[config.mk]
export PLATFORM = sky130hd
export DESIGN_NAME = uart_rx
export DESIGN_NICKNAME = d
export VERILOG_FILES = /design/src/rtl/uart_rx.sv
export SDC_FILE = /design/constraint.sdc
export NUM_CORES = 1
export LEC_CHECK = 0
export ABC_AREA = 1
export CAP_MARGIN = 20
export CORE_MARGIN = 2
export CORE_UTILIZATION = 49
export DETAILED_ROUTE_END_ITERATION = 10
export PLACE_DENSITY_LB_ADDON = 0.05
export SKIP_CTS_REPAIR_TIMING = 1
export SLEW_MARGIN = 20
export SYNTH_ARGS = -nofsm -noshare
export SYNTH_HDL_FRONTEND = slang
export SYNTH_SLANG_ARGS = --single-unit
[constraint.sdc]
create_clock -name i_clk -period 3.95 [get_ports i_clk]
set_clock_uncertainty 0.15 [all_clocks]
set_input_delay 0.79 -clock i_clk [delete_from_list [all_inputs] [get_ports i_clk]]
set_output_delay 0.79 -clock i_clk [all_outputs]
set_load 0.1 [all_outputs]
[src/rtl/uart_rx.sv]
`timescale 1ns/1ps
`default_nettype none
// ============================================================================
// Module   : uart_rx
// Brief    : 8N1 serial receiver with valid/ack holding register, framing
//            error pulse and sticky overrun flag for the console link.
// Revision : 1.0  initial release
// ============================================================================
module uart_rx #(
  parameter int CLOCKS_PER_BIT = 16,
  parameter int DATA_BITS      = 8
) (
  input  logic                 i_clk,
  input  logic                 i_reset,
  input  logic                 i_rx,
  input  logic                 i_ack,
  output logic [DATA_BITS-1:0] o_data,
  output logic                 o_valid,
  output logic                 o_overrun,
  output logic                 o_frame_error,
  output logic                 o_busy
);

  localparam int c_CNT_W = $clog2(CLOCKS_PER_BIT);
  localparam int c_IDX_W = (DATA_BITS > 1) ? $clog2(DATA_BITS) : 1;
  localparam logic [c_CNT_W-1:0] c_HALF_M1  = c_CNT_W'(CLOCKS_PER_BIT / 2 - 1);
  localparam logic [c_CNT_W-1:0] c_FULL_M1  = c_CNT_W'(CLOCKS_PER_BIT - 1);
  localparam logic [c_IDX_W-1:0] c_LAST_IDX = c_IDX_W'(DATA_BITS - 1);

  typedef enum logic [2:0] {
    S_IDLE  = 3'd0,
    S_START = 3'd1,
    S_DATA  = 3'd2,
    S_STOP  = 3'd3,
    S_BREAK = 3'd4
  } state_t;

  state_t               r_state;
  state_t               w_state_next;
  logic                 r_sync1;
  logic                 r_sync2;
  logic                 w_rx_s;
  logic [c_CNT_W-1:0]   r_cnt;
  logic [c_CNT_W-1:0]   w_cnt_next;
  logic                 w_cnt_zero;
  logic [c_IDX_W-1:0]   r_idx;
  logic [c_IDX_W-1:0]   w_idx_next;
  logic [DATA_BITS-1:0] r_shift;
  logic [DATA_BITS-1:0] w_shift_next;
  logic                 w_stop_good;
  logic                 w_stop_bad;
  logic [DATA_BITS-1:0] r_data;
  logic                 r_valid;
  logic                 r_overrun;
  logic                 r_frame_error;

  assign w_rx_s     = r_sync2;
  assign w_cnt_zero = (r_cnt == '0);

  // Both synchronizer flops reset to the idle (high) line level.
  always_ff @(posedge i_clk) begin
    if (i_reset) begin
      r_sync1 <= 1'b1;
      r_sync2 <= 1'b1;
    end else begin
      r_sync1 <= i_rx;
      r_sync2 <= r_sync1;
    end
  end

  always_ff @(posedge i_clk) begin
    if (i_reset) begin
      r_state <= S_IDLE;
      r_cnt   <= '0;
      r_idx   <= '0;
      r_shift <= '0;
    end else begin
      r_state <= w_state_next;
      r_cnt   <= w_cnt_next;
      r_idx   <= w_idx_next;
      r_shift <= w_shift_next;
    end
  end

  always_comb begin
    w_state_next = r_state;
    w_cnt_next   = r_cnt;
    w_idx_next   = r_idx;
    w_shift_next = r_shift;
    w_stop_good  = 1'b0;
    w_stop_bad   = 1'b0;
    case (r_state)
      S_IDLE: begin
        if (!w_rx_s) begin
          w_cnt_next   = c_HALF_M1;
          w_state_next = S_START;
        end
      end
      S_START: begin
        if (w_cnt_zero) begin
          if (w_rx_s) begin
            w_state_next = S_IDLE;
          end else begin
            w_state_next = S_DATA;
            w_cnt_next   = c_FULL_M1;
            w_idx_next   = '0;
          end
        end else begin
          w_cnt_next = r_cnt - c_CNT_W'(1);
        end
      end
      S_DATA: begin
        if (w_cnt_zero) begin
          // LSB-first line order: each new bit enters at the top and moves down.
          w_shift_next = {w_rx_s, r_shift[DATA_BITS-1:1]};
          w_cnt_next   = c_FULL_M1;
          if (r_idx == c_LAST_IDX) begin
            w_state_next = S_STOP;
          end else begin
            w_idx_next = r_idx + c_IDX_W'(1);
          end
        end else begin
          w_cnt_next = r_cnt - c_CNT_W'(1);
        end
      end
      S_STOP: begin
        if (w_cnt_zero) begin
          // Leaving at mid-stop lets a back-to-back start edge be caught.
          if (w_rx_s) begin
            w_stop_good  = 1'b1;
            w_state_next = S_IDLE;
          end else begin
            w_stop_bad   = 1'b1;
            w_state_next = S_BREAK;
          end
        end else begin
          w_cnt_next = r_cnt - c_CNT_W'(1);
        end
      end
      S_BREAK: begin
        if (w_rx_s) begin
          w_state_next = S_IDLE;
        end
      end
      default: begin
        w_state_next = S_IDLE;
      end
    endcase
  end

  // Later assignments win: a completion in the same cycle as an ack reloads.
  always_ff @(posedge i_clk) begin
    if (i_reset) begin
      r_data        <= '0;
      r_valid       <= 1'b0;
      r_overrun     <= 1'b0;
      r_frame_error <= 1'b0;
    end else begin
      r_frame_error <= w_stop_bad;
      if (i_ack && r_valid) begin
        r_valid   <= 1'b0;
        r_overrun <= 1'b0;
      end
      if (w_stop_good) begin
        if (!r_valid || i_ack) begin
          r_data  <= r_shift;
          r_valid <= 1'b1;
        end else begin
          r_overrun <= 1'b1;
        end
      end
    end
  end

  assign o_data        = r_data;
  assign o_valid       = r_valid;
  assign o_overrun     = r_overrun;
  assign o_frame_error = r_frame_error;
  assign o_busy        = (r_state != S_IDLE);

endmodule
`default_nettype wire

## Yosys cells after proc, flatten, opt, wreduce, memory -nomap -nowiden

Index checks and enable logic that the tools add are counted.

- Shifts and indexed selects: 0
- Equality and inequality tests: 15
- Bitwise gates (word level): 2
- Divide/modulo/power cells: 0
- Muxes and demuxes: 30
- $lt $le $gt $ge: 0
- $mul: 0
- Reduce and logical (&&, ||, !) cells: 14
- $add $sub $neg: 2

Operators with widths:

| operator | number |
|---|---|
| 3-bit 2-to-1 mux | 11 |
| 4-bit 2-to-1 mux | 5 |
| 2-bit inequality test, second input constant | 9 |
| 4-bit case mux with 4 select lines | 1 |
| 3-bit case mux with 5 select lines | 1 |
| 1-bit 2-to-1 mux | 10 |
| 3-bit by 2-bit == test with 1-bit output, second input constant | 2 |
| 3-bit == test, second input constant | 2 |
| 3-bit case mux with 2 select lines | 1 |
| 6-bit AND reduction | 1 |
| 5-bit AND reduction | 1 |
| 4-bit logical NOT | 1 |
| 2-bit AND reduction | 2 |
| 4-bit AND reduction | 1 |
| 4-bit nonzero test | 1 |
| 4-bit by 1-bit subtractor with 4-bit output, second input constant | 1 |
| 3-bit by 1-bit adder with 3-bit output, second input constant | 1 |
| 3-bit by 1-bit == test with 1-bit output, second input constant | 1 |
| 3-bit logical NOT | 1 |
| 3-bit inequality test, second input constant | 1 |
| 3-bit nonzero test | 1 |
| 3-bit OR reduction | 1 |
| 2-bit 2-to-1 mux | 1 |
| 1-bit NOT | 2 |
| 4 further kinds | 4 |

- Word-level logic and storage cells: 73
- Register bits after elaboration: 31
- Output and inout port bits: 12
- Latch bits: 0
- Memories kept: 0
- Bits in read-only memories: 0
- Bits in writable memories: 0

## Depth between registers and ports, before layout

Gate-level depths: netlist (run 1).

- Depth after elaboration: 4
- Gate-level depth with buffers: 10

## Worst setup path after synthesis (run 1)

Ideal clock, no wire load.

- Path kind: reg-to-output
- Start point: reg r_state[1]
- End point: out o_busy
- Cell stages (with the launch flop): 3
- Data arrival time: 1.164 ns
- Buffers on the path: 0
- Path slack: 1.846 ns
- Path through: dfxtp_1 -> inv_2 -> nand2_1

- Longest elaborated chain between the ends: 1

RTL lines:

| element | RTL line | source |
|---|---|---|
| start, declared | 38 | `state_t r_state;` |
| start signal, assigned | 78 | `r_state <= w_state_next;` |
| 3-bit nonzero test | 179 | `assign o_busy = (r_state != S_IDLE);` |
| end, declared | 21 | `output logic o_busy` |

No other way between the ends.

## Final worst setup path (run 1)

- Start point: reg r_valid, in the netlist o_valid
- End point: out o_valid

RTL lines:

| element | RTL line | source |
|---|---|---|
| start, declared | 53 | `logic r_valid;` |
| start signal, assigned | 155 | `r_valid <= 1'b0;` |
| start signal, assigned | 161 | `r_valid <= 1'b0;` |
| start signal, assigned | 167 | `r_valid <= 1'b1;` |
| end, declared | 18 | `output logic o_valid,` |

No word-level cell between the ends.

==> out/qor.txt, run 1 <==
LAYOUT
------------------------------------------------------------------------------------------------------
Number of non-filler instances in the completed layout                                             254
Layout filler cell count                                                                           272
Area taken by flip-flops and latches                                                         621 sq um
Layout-stage area growth over the synthesis result                                               15.7%
Final nets                                                                                         230
Area of the multi-input gates                                                                744 sq um
Post-Route Utilization                                                                           60.7%
Number of diodes added for antenna fixing                                                            0
Share of cells above drive strength 1                                                            13.9%

PLACED DESIGN
------------------------------------------------------------------------------------------------------
Post-placement cell count                                                                          246
Count of port buffers added during placement                                                        15
Pre-CTS WS                                                                                     1.52 ns
HPWL after detailed placement                                                                  2090 um
Global placer's final weighted congestion                                                        0.810

SETUP PATH
------------------------------------------------------------------------------------------------------
Worst reg2reg path depth                                                                             7
Reg-to-reg slack, setup                                                                        2.11 ns
Worst path arrival time                                                                        1.85 ns
Crit path kind                                                                              reg -> out
Largest stage delay, worst path                                                                1.14 ns
Required time reported for the critical path endpoint                                          3.01 ns
Startpoint types                                                                             flip-flop
Crit-path slowest cell                                                                    sky130_fd_sc_hd__clkdlybuf4s50_1
Crit. End Element                                                                         primary output
Cells along the critical path                                                             clkdlybuf4s50_1
Worst Path Max Fanout                                                                                4
Worst flop-to-flop path startpoint                                                            r_cnt[0]
Start point of the critical path                                                               o_valid
Crit path buffers/inverters                                                                          1
Crit path max-delay family                                                                buffers and inverters
Critical R2R Capture                                                                         o_data[2]

DETAILED ROUTING
------------------------------------------------------------------------------------------------------
First DRT Iteration DRCs                                                                            55
Vias per inst                                                                                     5.22
Via Count                                                                                         1325
WL per Instance                                                                                11.5 um
Wire length after detailed routing                                                             2930 um
Number of DRC violations after detailed routing                                                      0
Number of nets with antenna violations after routing                                                 0
Router iterations before antenna repair                                                              4

STA
------------------------------------------------------------------------------------------------------
Summed negative setup slack over all endpoints                                                    0 ns
Fin crit period                                                                                2.79 ns
Worst slew slack as a fraction of its limit                                                      34.4%
Final setup fails                                                                                    0
Transition at the pin with the smallest max-transition slack                                  0.982 ns
Final worst path period share                                                                    70.7%
Fin. max-slew vios                                                                                   0
RSZ-0062 raised after global routing                                                             false
PnR worst setup slack                                                                          1.16 ns
Highest clock frequency the design can meet                                                    358 MHz
Hold Fails Final Rpt                                                                                 0

FLOORPLANNING
------------------------------------------------------------------------------------------------------
Initial Utilization                                                                              52.5%
Number of I/O pins                                                                                  16
Core footprint                                                                              2830 sq um
# rows                                                                                              19
Overall die area                                                                            3490 sq um
Die Width                                                                                      59.1 um
Die span in y                                                                                  59.1 um

SYNTHESIS
------------------------------------------------------------------------------------------------------
Share of flip-flops with an asynchronous set or reset after synthesis                               0%
#FFs+latches synth                                                                                  31
Count of synthesis-stage warnings from yosys                                                         0
Post-synth top flop                                                                       sky130_fd_sc_hd__dfxtp_1
Syn nets                                                                                           212
Cell area after synthesis                                                                   1490 sq um
Share of synthesized area occupied by flip-flops and latches                                     41.8%
Post-Syn Area per Cell                                                                      7.28 sq um
Cell count after synthesis                                                                         204
Number of distinct library cells after synthesis                                                    24
Number of enable flip-flop cells after synthesis                                                     0

POWER
------------------------------------------------------------------------------------------------------
Worst IR drop on VDD                                                                          0.539 mV
Internal                                                                                      0.735 mW
Portion of total power attributed to sequential cells                                            30.9%
Leakage Power                                                                                 0.755 nW
Power per cell area                                                                        856 nW/um^2
Net switching power                                                                           0.735 mW
Switching part of the total power                                                                50.0%
Part of the power in the clock network                                                           14.2%
Fraction of power consumed by combinational cells                                                54.9%

RUN STATUS
------------------------------------------------------------------------------------------------------
Outcome                                                                                   finished, final reports clean

CLOCKING
------------------------------------------------------------------------------------------------------
Number of buffers between clock root and the deepest sink                                            2
Clock transition at the register clock pins on the worst setup and hold paths after CTS        0.09 ns
Clock tree from TritonCTS                                                                         done
Clock root buffer                                                                         sky130_fd_sc_hd__clkbuf_4
Number of H-tree levels                                                                              2
Cts bufs inserted                                                                                    5
Skew-Pair Late Insertion Delay                                                                 0.33 ns
CTS sink cnt                                                                                        31

MIN PATH
------------------------------------------------------------------------------------------------------
Number of instances on the worst hold path                                                           1
HP Class                                                                                    reg -> reg
Worst Hold Path EP                                                                             r_sync2
Startpoint of the lowest-slack hold path                                                       r_sync1

GLOBAL ROUTING
------------------------------------------------------------------------------------------------------
Vias in the first global route                                                                    1188
Antenna violations before repair                                                                     0
Wire length of the first global-routing pass                                                   5000 um
Total GRT Usage                                                                                  19.3%
Total congestion overflow after global routing                                                       0
Pin count of the biggest net entering global routing                                                24

RUN
------------------------------------------------------------------------------------------------------
Number of max-capacitance violations reported                                                        0

==> kinds of logic (layout without fill, tap and decap cells) <==
group	Yosys count	in the layout	share of synthesized area (%)
AND/OR/NAND/NOR	100	100	32.4
AO/OA/AOI/OAI	39	39	14.3
flip-flops	31	31	41.8
buffers and inverters	30	49	8.09
adder cells (fa/ha/maj)	4	4	3.37
==> through the flow <==
step / power (mW) / hold slack [ns] / cell area [sq um]
after floorplan: 1.11 / 0.239 / 1490
after global placement: 1.23 / 0.250 / 1650
after detailed placement: 1.26 / 0.248 / 1650
after CTS: 1.47 / 0.270 / 1720
after global routing: 1.60 / 0.283 / 1720
final: 1.47 / 0.268 / 1720
==> placed cells by master, fill, tap and decap left out, types with 4 or more instances in the layout <==
cell type,n
sky130_fd_sc_hd__nor2_1,39
sky130_fd_sc_hd__a21oi_1,11
sky130_fd_sc_hd__dfxtp_1,31
sky130_fd_sc_hd__nand3_1,11
sky130_fd_sc_hd__o21ai_0,16
sky130_fd_sc_hd__clkbuf_4,5
sky130_fd_sc_hd__nand2_4,4
sky130_fd_sc_hd__clkdlybuf4s50_1,14
sky130_fd_sc_hd__nor2_2,5
sky130_fd_sc_hd__nand3_2,4
sky130_fd_sc_hd__nand2_1,29
sky130_fd_sc_hd__inv_1,24
sky130_fd_sc_hd__ha_1,4
sky130_fd_sc_hd__o21ai_1,7
==> power groups by stage <==
stage	Clock [mW]	Sequential, mW	Combinational [mW]
2_1_floorplan	0	0.486	0.623
3_3_place_gp	0	0.457	0.775
5_1_grt	0.231	0.464	0.905
4_1_cts	0.216	0.453	0.803
3_5_place_dp	0	0.459	0.800
6_report	0.209	0.454	0.808
==> cell type report <==
| type | count | share of cell area (%) |
|---|---|---|
| multi-input combinational | 143 | 43.3 |
| sequential | 31 | 36.1 |
| clock buffer | 8 | 4.01 |
| inverter | 26 | 5.68 |
| tap | 31 | 2.26 |
| timing repair buffer | 15 | 8.59 |
==> cells in the mapped netlist, types with 2 or more instances <==
library cell,n,area share [%]
sky130_fd_sc_hd__nand4_1,2,0.84
sky130_fd_sc_hd__nand2_4,4,3.0
sky130_fd_sc_hd__inv_2,2,0.51
sky130_fd_sc_hd__a21oi_2,2,1.2
sky130_fd_sc_hd__clkbuf_1,3,0.76
sky130_fd_sc_hd__or2_2,2,0.84
sky130_fd_sc_hd__nand3_2,4,2.7
sky130_fd_sc_hd__o21ai_0,16,5.4
sky130_fd_sc_hd__nand3_1,11,3.7
sky130_fd_sc_hd__o21ai_2,2,1.2
sky130_fd_sc_hd__nor2_1,39,9.9
sky130_fd_sc_hd__nand2_1,29,7.3
sky130_fd_sc_hd__ha_1,4,3.4
sky130_fd_sc_hd__a21oi_1,11,3.7
sky130_fd_sc_hd__o21ai_1,7,2.4
sky130_fd_sc_hd__dfxtp_1,31,42
sky130_fd_sc_hd__nor2_2,5,2.1
sky130_fd_sc_hd__inv_1,24,6.1
==> how the worst max path moves through the flow <==
stage / end / slack, ns / cells after the start
2_1_floorplan: o_busy / 1.85 / 2
3_3_place_gp: o_valid / 1.54 / 1
3_5_place_dp: o_valid / 1.52 / 1
4_1_cts: o_valid / 1.14 / 1
5_1_grt: o_valid / 1.09 / 1
6_report: o_valid / 1.16 / 1
==> sequential cells by signal (all words and copies together) (netlist names), 3 cells and up <==
name	cells
r_shift	8
o_data	8
r_cnt	4
r_state	3
r_idx	3
==> metal layers <==
layer / vias to the layer above / GRT usage [%] / part of all wire, %
met5: - / 0 / 0
met4: 0 / 7.47 / 1.9
met3: 9 / 7.86 / 5.2
met2: 45 / 30.3 / 46
met1: 585 / 23.7 / 47
li1: 686 / - / -
Power figures use the tool's default switching activity.
==> run 2: changes to the inputs <==
==> constraint.sdc (replaced) <==
create_clock -name i_clk -period 2.7 [get_ports i_clk]
set_clock_uncertainty 0.15 [all_clocks]
set_input_delay 0.54 -clock i_clk [delete_from_list [all_inputs] [get_ports i_clk]]
set_output_delay 0.54 -clock i_clk [all_outputs]
set_load 0.1 [all_outputs]
==> out/qor.txt, run 2 (synthesized netlist as in run 1, its figures left out) <==
LAYOUT
------------------------------------------------------------------------------------------------------
Area of the multi-input gates                                                                744 sq um   unchanged
Post-Route Utilization                                                                           60.4%   -0.35 points
Post-layout instance area                                                                   1710 sq um   -0.58%
Commonest non-fill, non-tap cell in the layout                                            sky130_fd_sc_hd__nor2_1
Number of diodes added for antenna fixing                                                            0   unchanged
Number of non-filler instances in the completed layout                                             254   unchanged
Share of cells above drive strength 1                                                            19.3%   +5.4 points
Area taken by flip-flops and latches                                                         621 sq um   unchanged
Layout filler cell count                                                                           267   -1.8%
Layout-stage area growth over the synthesis result                                               15.0%
Final nets                                                                                         230   unchanged
Commonest cells after routing, fill and taps aside                                        sky130_fd_sc_hd__nor2_1 (39), sky130_fd_sc_hd__dfxtp_1 (31), sky130_fd_sc_hd__nand2_1 (29)

POWER
------------------------------------------------------------------------------------------------------
Power per cell area                                                                       1290 nW/um^2   +51%
Net switching power                                                                            1.07 mW   +46%
Internal                                                                                       1.14 mW   +55%
Part of the power in the clock network                                                           17.2%   +3.0 points
Fraction of power consumed by combinational cells                                                52.8%   -2.1 points
Switching part of the total power                                                                48.6%   -1.4 points
Portion of total power attributed to sequential cells                                            30.0%   -0.9 points
Leakage Power                                                                                 0.787 nW   +4.3%
Power consumption                                                                              2.21 mW   +50%
Worst IR drop on VDD                                                                          0.659 mV   +22%

SETUP PATH
------------------------------------------------------------------------------------------------------
Startpoint types                                                                             flip-flop
Worst Path Max Fanout                                                                                6   +2
Crit path kind                                                                              reg -> out
Worst path arrival time                                                                        1.26 ns   -0.59 ns
Required time reported for the critical path endpoint                                          2.01 ns   -1.00 ns
Crit. End Element                                                                         primary output

FLOORPLANNING
------------------------------------------------------------------------------------------------------
Core footprint                                                                              2830 sq um   unchanged
Overall die area                                                                            3490 sq um   unchanged
Number of I/O pins                                                                                  16   unchanged
Die span in y                                                                                  59.1 um   unchanged
Initial Utilization                                                                              52.5%   unchanged
# rows                                                                                              19   unchanged
Die Width                                                                                      59.1 um   unchanged

CLOCKING
------------------------------------------------------------------------------------------------------
Clock root buffer                                                                         sky130_fd_sc_hd__clkbuf_4
Cts bufs inserted                                                                                    5   unchanged
CTS sink cnt                                                                                        31   unchanged
Number of H-tree levels                                                                              2   unchanged
Clock transition at the register clock pins on the worst setup and hold paths after CTS        0.10 ns   about the same
Skew-Pair Late Insertion Delay                                                                 0.33 ns   about the same
Number of buffers between clock root and the deepest sink                                            2   unchanged
Clock tree from TritonCTS                                                                         done

PLACED DESIGN
------------------------------------------------------------------------------------------------------
Global placer's final weighted congestion                                                        0.795   -1.9%
Total placed instance area                                                                  1620 sq um   -1.7%
HPWL after detailed placement                                                                  2040 um   -2.6%
Post-placement cell count                                                                          246   unchanged
Count of port buffers added during placement                                                        15   unchanged
Pre-CTS WS                                                                                    0.549 ns   -0.970 ns

GLOBAL ROUTING
------------------------------------------------------------------------------------------------------
Vias in the first global route                                                                    1155   -2.8%
Pin count of the biggest net entering global routing                                                24   unchanged
Wire length of the first global-routing pass                                                   5180 um   +3.7%
Total congestion overflow after global routing                                                       0   unchanged
Total GRT Usage                                                                                  19.8%   +0.54 points
Antenna violations before repair                                                                     0   unchanged

STA
------------------------------------------------------------------------------------------------------
Fin crit period                                                                                1.95 ns
Highest clock frequency the design can meet                                                    513 MHz
Final worst path period share                                                                    72.2%
Hold Fails Final Rpt                                                                                 0   unchanged
Final setup fails                                                                                    0   unchanged
PnR worst setup slack                                                                         0.750 ns   -0.408 ns
Summed negative setup slack over all endpoints                                                    0 ns   unchanged
Worst slew slack as a fraction of its limit                                                      58.9%   +24 points
RSZ-0062 raised after global routing                                                             false
Fin. max-slew vios                                                                                   0   unchanged
Transition at the pin with the smallest max-transition slack                                  0.617 ns   -0.365 ns
Smallest hold slack                                                                           0.271 ns   +0.00331 ns

RUN
------------------------------------------------------------------------------------------------------
Number of max-capacitance violations reported                                                        0   unchanged

DETAILED ROUTING
------------------------------------------------------------------------------------------------------
First DRT Iteration DRCs                                                                            71   +29%
Router iterations before antenna repair                                                              4   unchanged
Number of DRC violations after detailed routing                                                      0   unchanged
Via Count                                                                                         1283   -3.2%
Wire length after detailed routing                                                             2840 um   -3.1%
Vias per inst                                                                                     5.05   -3.2%
Number of nets with antenna violations after routing                                                 0   unchanged
WL per Instance                                                                                11.2 um   -3.1%

MIN PATH
------------------------------------------------------------------------------------------------------
HP Class                                                                                    reg -> reg

RUN STATUS
------------------------------------------------------------------------------------------------------
Outcome                                                                                   finished, final reports clean

run 2: changes by cell type in the layout (fill, tap and decap cells not counted):
cell                              delta
sky130_fd_sc_hd__clkbuf_1            -1
sky130_fd_sc_hd__clkdlybuf4s50_1    -11
sky130_fd_sc_hd__bufinv_16           +1
sky130_fd_sc_hd__clkinv_2            +1
sky130_fd_sc_hd__buf_4              +11
sky130_fd_sc_hd__clkbuf_8            -1
run 2: final cells by class:
cell class | instances | share of cell area, %
Clock inverter | 2 | 2.05
Timing Repair Buffer | 15 | 7.03
Multi-Input combinational cell | 143 | 43.6
Inverter | 26 | 5.71
Sequential cell | 31 | 36.3
Tap cell | 31 | 2.27
Clock buffer | 6 | 3.00
run 2: power by group through the flow:
stage	logic (mW)	clock network, mW	registers [mW]
5_1_grt	1.33	0.416	0.687
6_report	1.17	0.381	0.663
3_3_place_gp	1.13	0	0.670
4_1_cts	1.17	0.394	0.663
3_5_place_dp	1.17	0	0.673
2_1_floorplan	0.912	0	0.712
run 2: critical path, stage by stage (launching register included):
cell                      delay, ns
sky130_fd_sc_hd__dfxtp_1       0.48
sky130_fd_sc_hd__inv_2         0.10
sky130_fd_sc_hd__nand2_1       0.08
sky130_fd_sc_hd__buf_4         0.28
run 2: per-layer routing:
metal / GRT usage [%] / vias to the layer above / share of wire (%)
met5: 0 / - / 0
met4: 7.79 / 0 / 1.1
met3: 6.55 / 4 / 6.7
met2: 28.4 / 42 / 43
met1: 27.6 / 550 / 50
li1: - / 687 / -
run 2: path summary, 6_finish.rpt:
check | start | endpoint | slack [ns] | cells past startpoint
worst max register to register | r_cnt[0] | o_data[4] | 0.89 | 7
worst max-delay path | r_state[1] | o_busy | 0.75 | 3
worst min register to register | r_sync1 | r_sync2 | 0.27 | 1
worst min-delay path | r_sync1 | r_sync2 | 0.27 | 1
==> run 3: changes to the inputs <==
==> constraint.sdc (replaced) <==
create_clock -name i_clk -period 2 [get_ports i_clk]
set_clock_uncertainty 0.15 [all_clocks]
set_input_delay 0.4 -clock i_clk [delete_from_list [all_inputs] [get_ports i_clk]]
set_output_delay 0.4 -clock i_clk [all_outputs]
set_load 0.1 [all_outputs]
==> out/qor.txt, run 3 (synthesized netlist as in run 1, its figures left out) <==
GLOBAL ROUTING
------------------------------------------------------------------------------------------------------
Total GRT Usage                                                                                  19.2%   -0.62 points
Antenna violations before repair                                                                     0   unchanged
Pin count of the biggest net entering global routing                                                24   unchanged
Wire length of the first global-routing pass                                                   5050 um   -2.5%
Vias in the first global route                                                                    1223   +5.9%
Total congestion overflow after global routing                                                       0   unchanged

LAYOUT
------------------------------------------------------------------------------------------------------
Number of non-filler instances in the completed layout                                             255   +0.39%
Number of diodes added for antenna fixing                                                            0   unchanged
Share of cells above drive strength 1                                                            19.6%   +0.36 points
Layout filler cell count                                                                           265   -0.75%
Commonest cells after routing, fill and taps aside                                        sky130_fd_sc_hd__nor2_1 (39), sky130_fd_sc_hd__dfxtp_1 (31), sky130_fd_sc_hd__nand2_1 (29)
Final nets                                                                                         232   +0.87%
Layout-stage area growth over the synthesis result                                               24.6%
Post-Route Utilization                                                                           65.4%   +5.0 points
Commonest non-fill, non-tap cell in the layout                                            sky130_fd_sc_hd__nor2_1
Post-layout instance area                                                                   1850 sq um   +8.4%

POWER
------------------------------------------------------------------------------------------------------
Power per cell area                                                                       1590 nW/um^2   +23%
Leakage Power                                                                                 0.817 nW   +3.8%
Worst IR drop on VDD                                                                           1.18 mV   +79%
Power consumption                                                                              2.94 mW   +33%

DETAILED ROUTING
------------------------------------------------------------------------------------------------------
Wire length after detailed routing                                                             2900 um   +2.2%
First DRT Iteration DRCs                                                                            67   -5.6%
Vias per inst                                                                                     5.12   +1.4%
WL per Instance                                                                                11.4 um   +1.8%
Number of nets with antenna violations after routing                                                 0   unchanged
Router iterations before antenna repair                                                              4   unchanged
Number of DRC violations after detailed routing                                                      0   unchanged
Via Count                                                                                         1306   +1.8%

SETUP PATH
------------------------------------------------------------------------------------------------------
Endpoint of the most critical setup path                                                        o_busy
Startpoint types                                                                             flip-flop
Critical R2R Capture                                                                         o_data[4]
Crit. End Element                                                                         primary output
Required time reported for the critical path endpoint                                          1.45 ns   -0.56 ns
Largest stage delay, worst path                                                                0.39 ns   -0.09 ns
Crit path kind                                                                              reg -> out
Worst flop-to-flop path startpoint                                                            r_cnt[0]
Reg-to-reg slack, setup                                                                        0.29 ns   -0.60 ns
Worst path arrival time                                                                        1.26 ns   about the same
Crit-path slowest cell                                                                    sky130_fd_sc_hd__dfxtp_1
Cells along the critical path                                                             nor2_2 -> nand2_1 -> buf_12
Worst reg2reg path depth                                                                             7   unchanged
Worst Path Max Fanout                                                                                7   +1
Start point of the critical path                                                            r_state[0]

PLACED DESIGN
------------------------------------------------------------------------------------------------------
Global placer's final weighted congestion                                                        0.877   +10%
Count of port buffers added during placement                                                        15   unchanged
Total placed instance area                                                                  1790 sq um   +10%
HPWL after detailed placement                                                                  2110 um   +3.7%
Pre-CTS WS                                                                                    0.106 ns   -0.442 ns
Post-placement cell count                                                                          248   +0.81%

STA
------------------------------------------------------------------------------------------------------
Final worst path period share                                                                    90.3%
Final setup fails                                                                                    0   unchanged
Fin crit period                                                                                1.81 ns
Hold Fails Final Rpt                                                                                 0   unchanged
PnR worst setup slack                                                                         0.194 ns   -0.556 ns
Summed negative setup slack over all endpoints                                                    0 ns   unchanged
Smallest hold slack                                                                           0.284 ns   +0.0134 ns
Worst slew slack as a fraction of its limit                                                      78.5%   +20 points
RSZ-0062 raised after global routing                                                             false
Fin. max-slew vios                                                                                   0   unchanged
Transition at the pin with the smallest max-transition slack                                  0.322 ns   -0.294 ns
Highest clock frequency the design can meet                                                    554 MHz

FLOORPLANNING
------------------------------------------------------------------------------------------------------
Initial Utilization                                                                              52.5%   unchanged
Die Width                                                                                      59.1 um   unchanged
Core footprint                                                                              2830 sq um   unchanged
# rows                                                                                              19   unchanged
Number of I/O pins                                                                                  16   unchanged
Die span in y                                                                                  59.1 um   unchanged
Overall die area                                                                            3490 sq um   unchanged

CLOCKING
------------------------------------------------------------------------------------------------------
Number of buffers between clock root and the deepest sink                                            2   unchanged
Cts bufs inserted                                                                                    5   unchanged
Number of H-tree levels                                                                              2   unchanged
Skew-Pair Late Insertion Delay                                                                 0.33 ns   about the same
Clock tree from TritonCTS                                                                         done
Clock transition at the register clock pins on the worst setup and hold paths after CTS        0.09 ns   about the same
CTS sink cnt                                                                                        31   unchanged
Clock root buffer                                                                         sky130_fd_sc_hd__clkbuf_4

RUN
------------------------------------------------------------------------------------------------------
Number of max-capacitance violations reported                                                        0   unchanged

RUN STATUS
------------------------------------------------------------------------------------------------------
Outcome                                                                                   finished, final reports clean

MIN PATH
------------------------------------------------------------------------------------------------------
Startpoint of the lowest-slack hold path                                                       r_sync1
HP Class                                                                                    reg -> reg

run 3: how the worst min path moves through the flow:
stage,end,cells past startpoint
after floorplan,r_sync2,1
after global placement,r_sync2,1
after detailed placement,r_sync2,1
after CTS,r_sync2,1
after global routing,r_sync2,1
final,r_sync2,1
run 3: worst max-delay path: cells and delay by family (launching register included):
kind | cells | cell delay [ns]
flip-flops | 1 | 0.39
AND/OR/NAND/NOR | 2 | 0.36
buffers and inverters | 1 | 0.19
run 3: layer usage:
| layer | vias up | global-route usage (%) | wire, um |
|---|---|---|---|
| met1 | 578 | 23.8 | 1400 |
| met4 | 0 | 10.4 | 44 |
| met2 | 30 | 30.8 | 1310 |
| li1 | 692 | - | - |
| met3 | 6 | 4.59 | 139 |
| met5 | - | 0 | 0 |
run 3: cell type report:
type                    count  area, sq um  share of cell area, %
repair buffers             17          285                   15.4
well taps                  31         38.8                   2.10
multi-input cells         143          752                   40.6
clock buffers               6         51.3                   2.77
clock inverters             1         5.00                  0.270
inverters                  26         97.6                   5.27
flip-flops and latches     31          621                   33.5
run 3: where the power goes:
part / internal, mW / switching [mW]
logic: 0.561 / 1.11
clock network: 0.163 / 0.204
registers: 0.761 / 0.141
total: 1.48 / 1.45
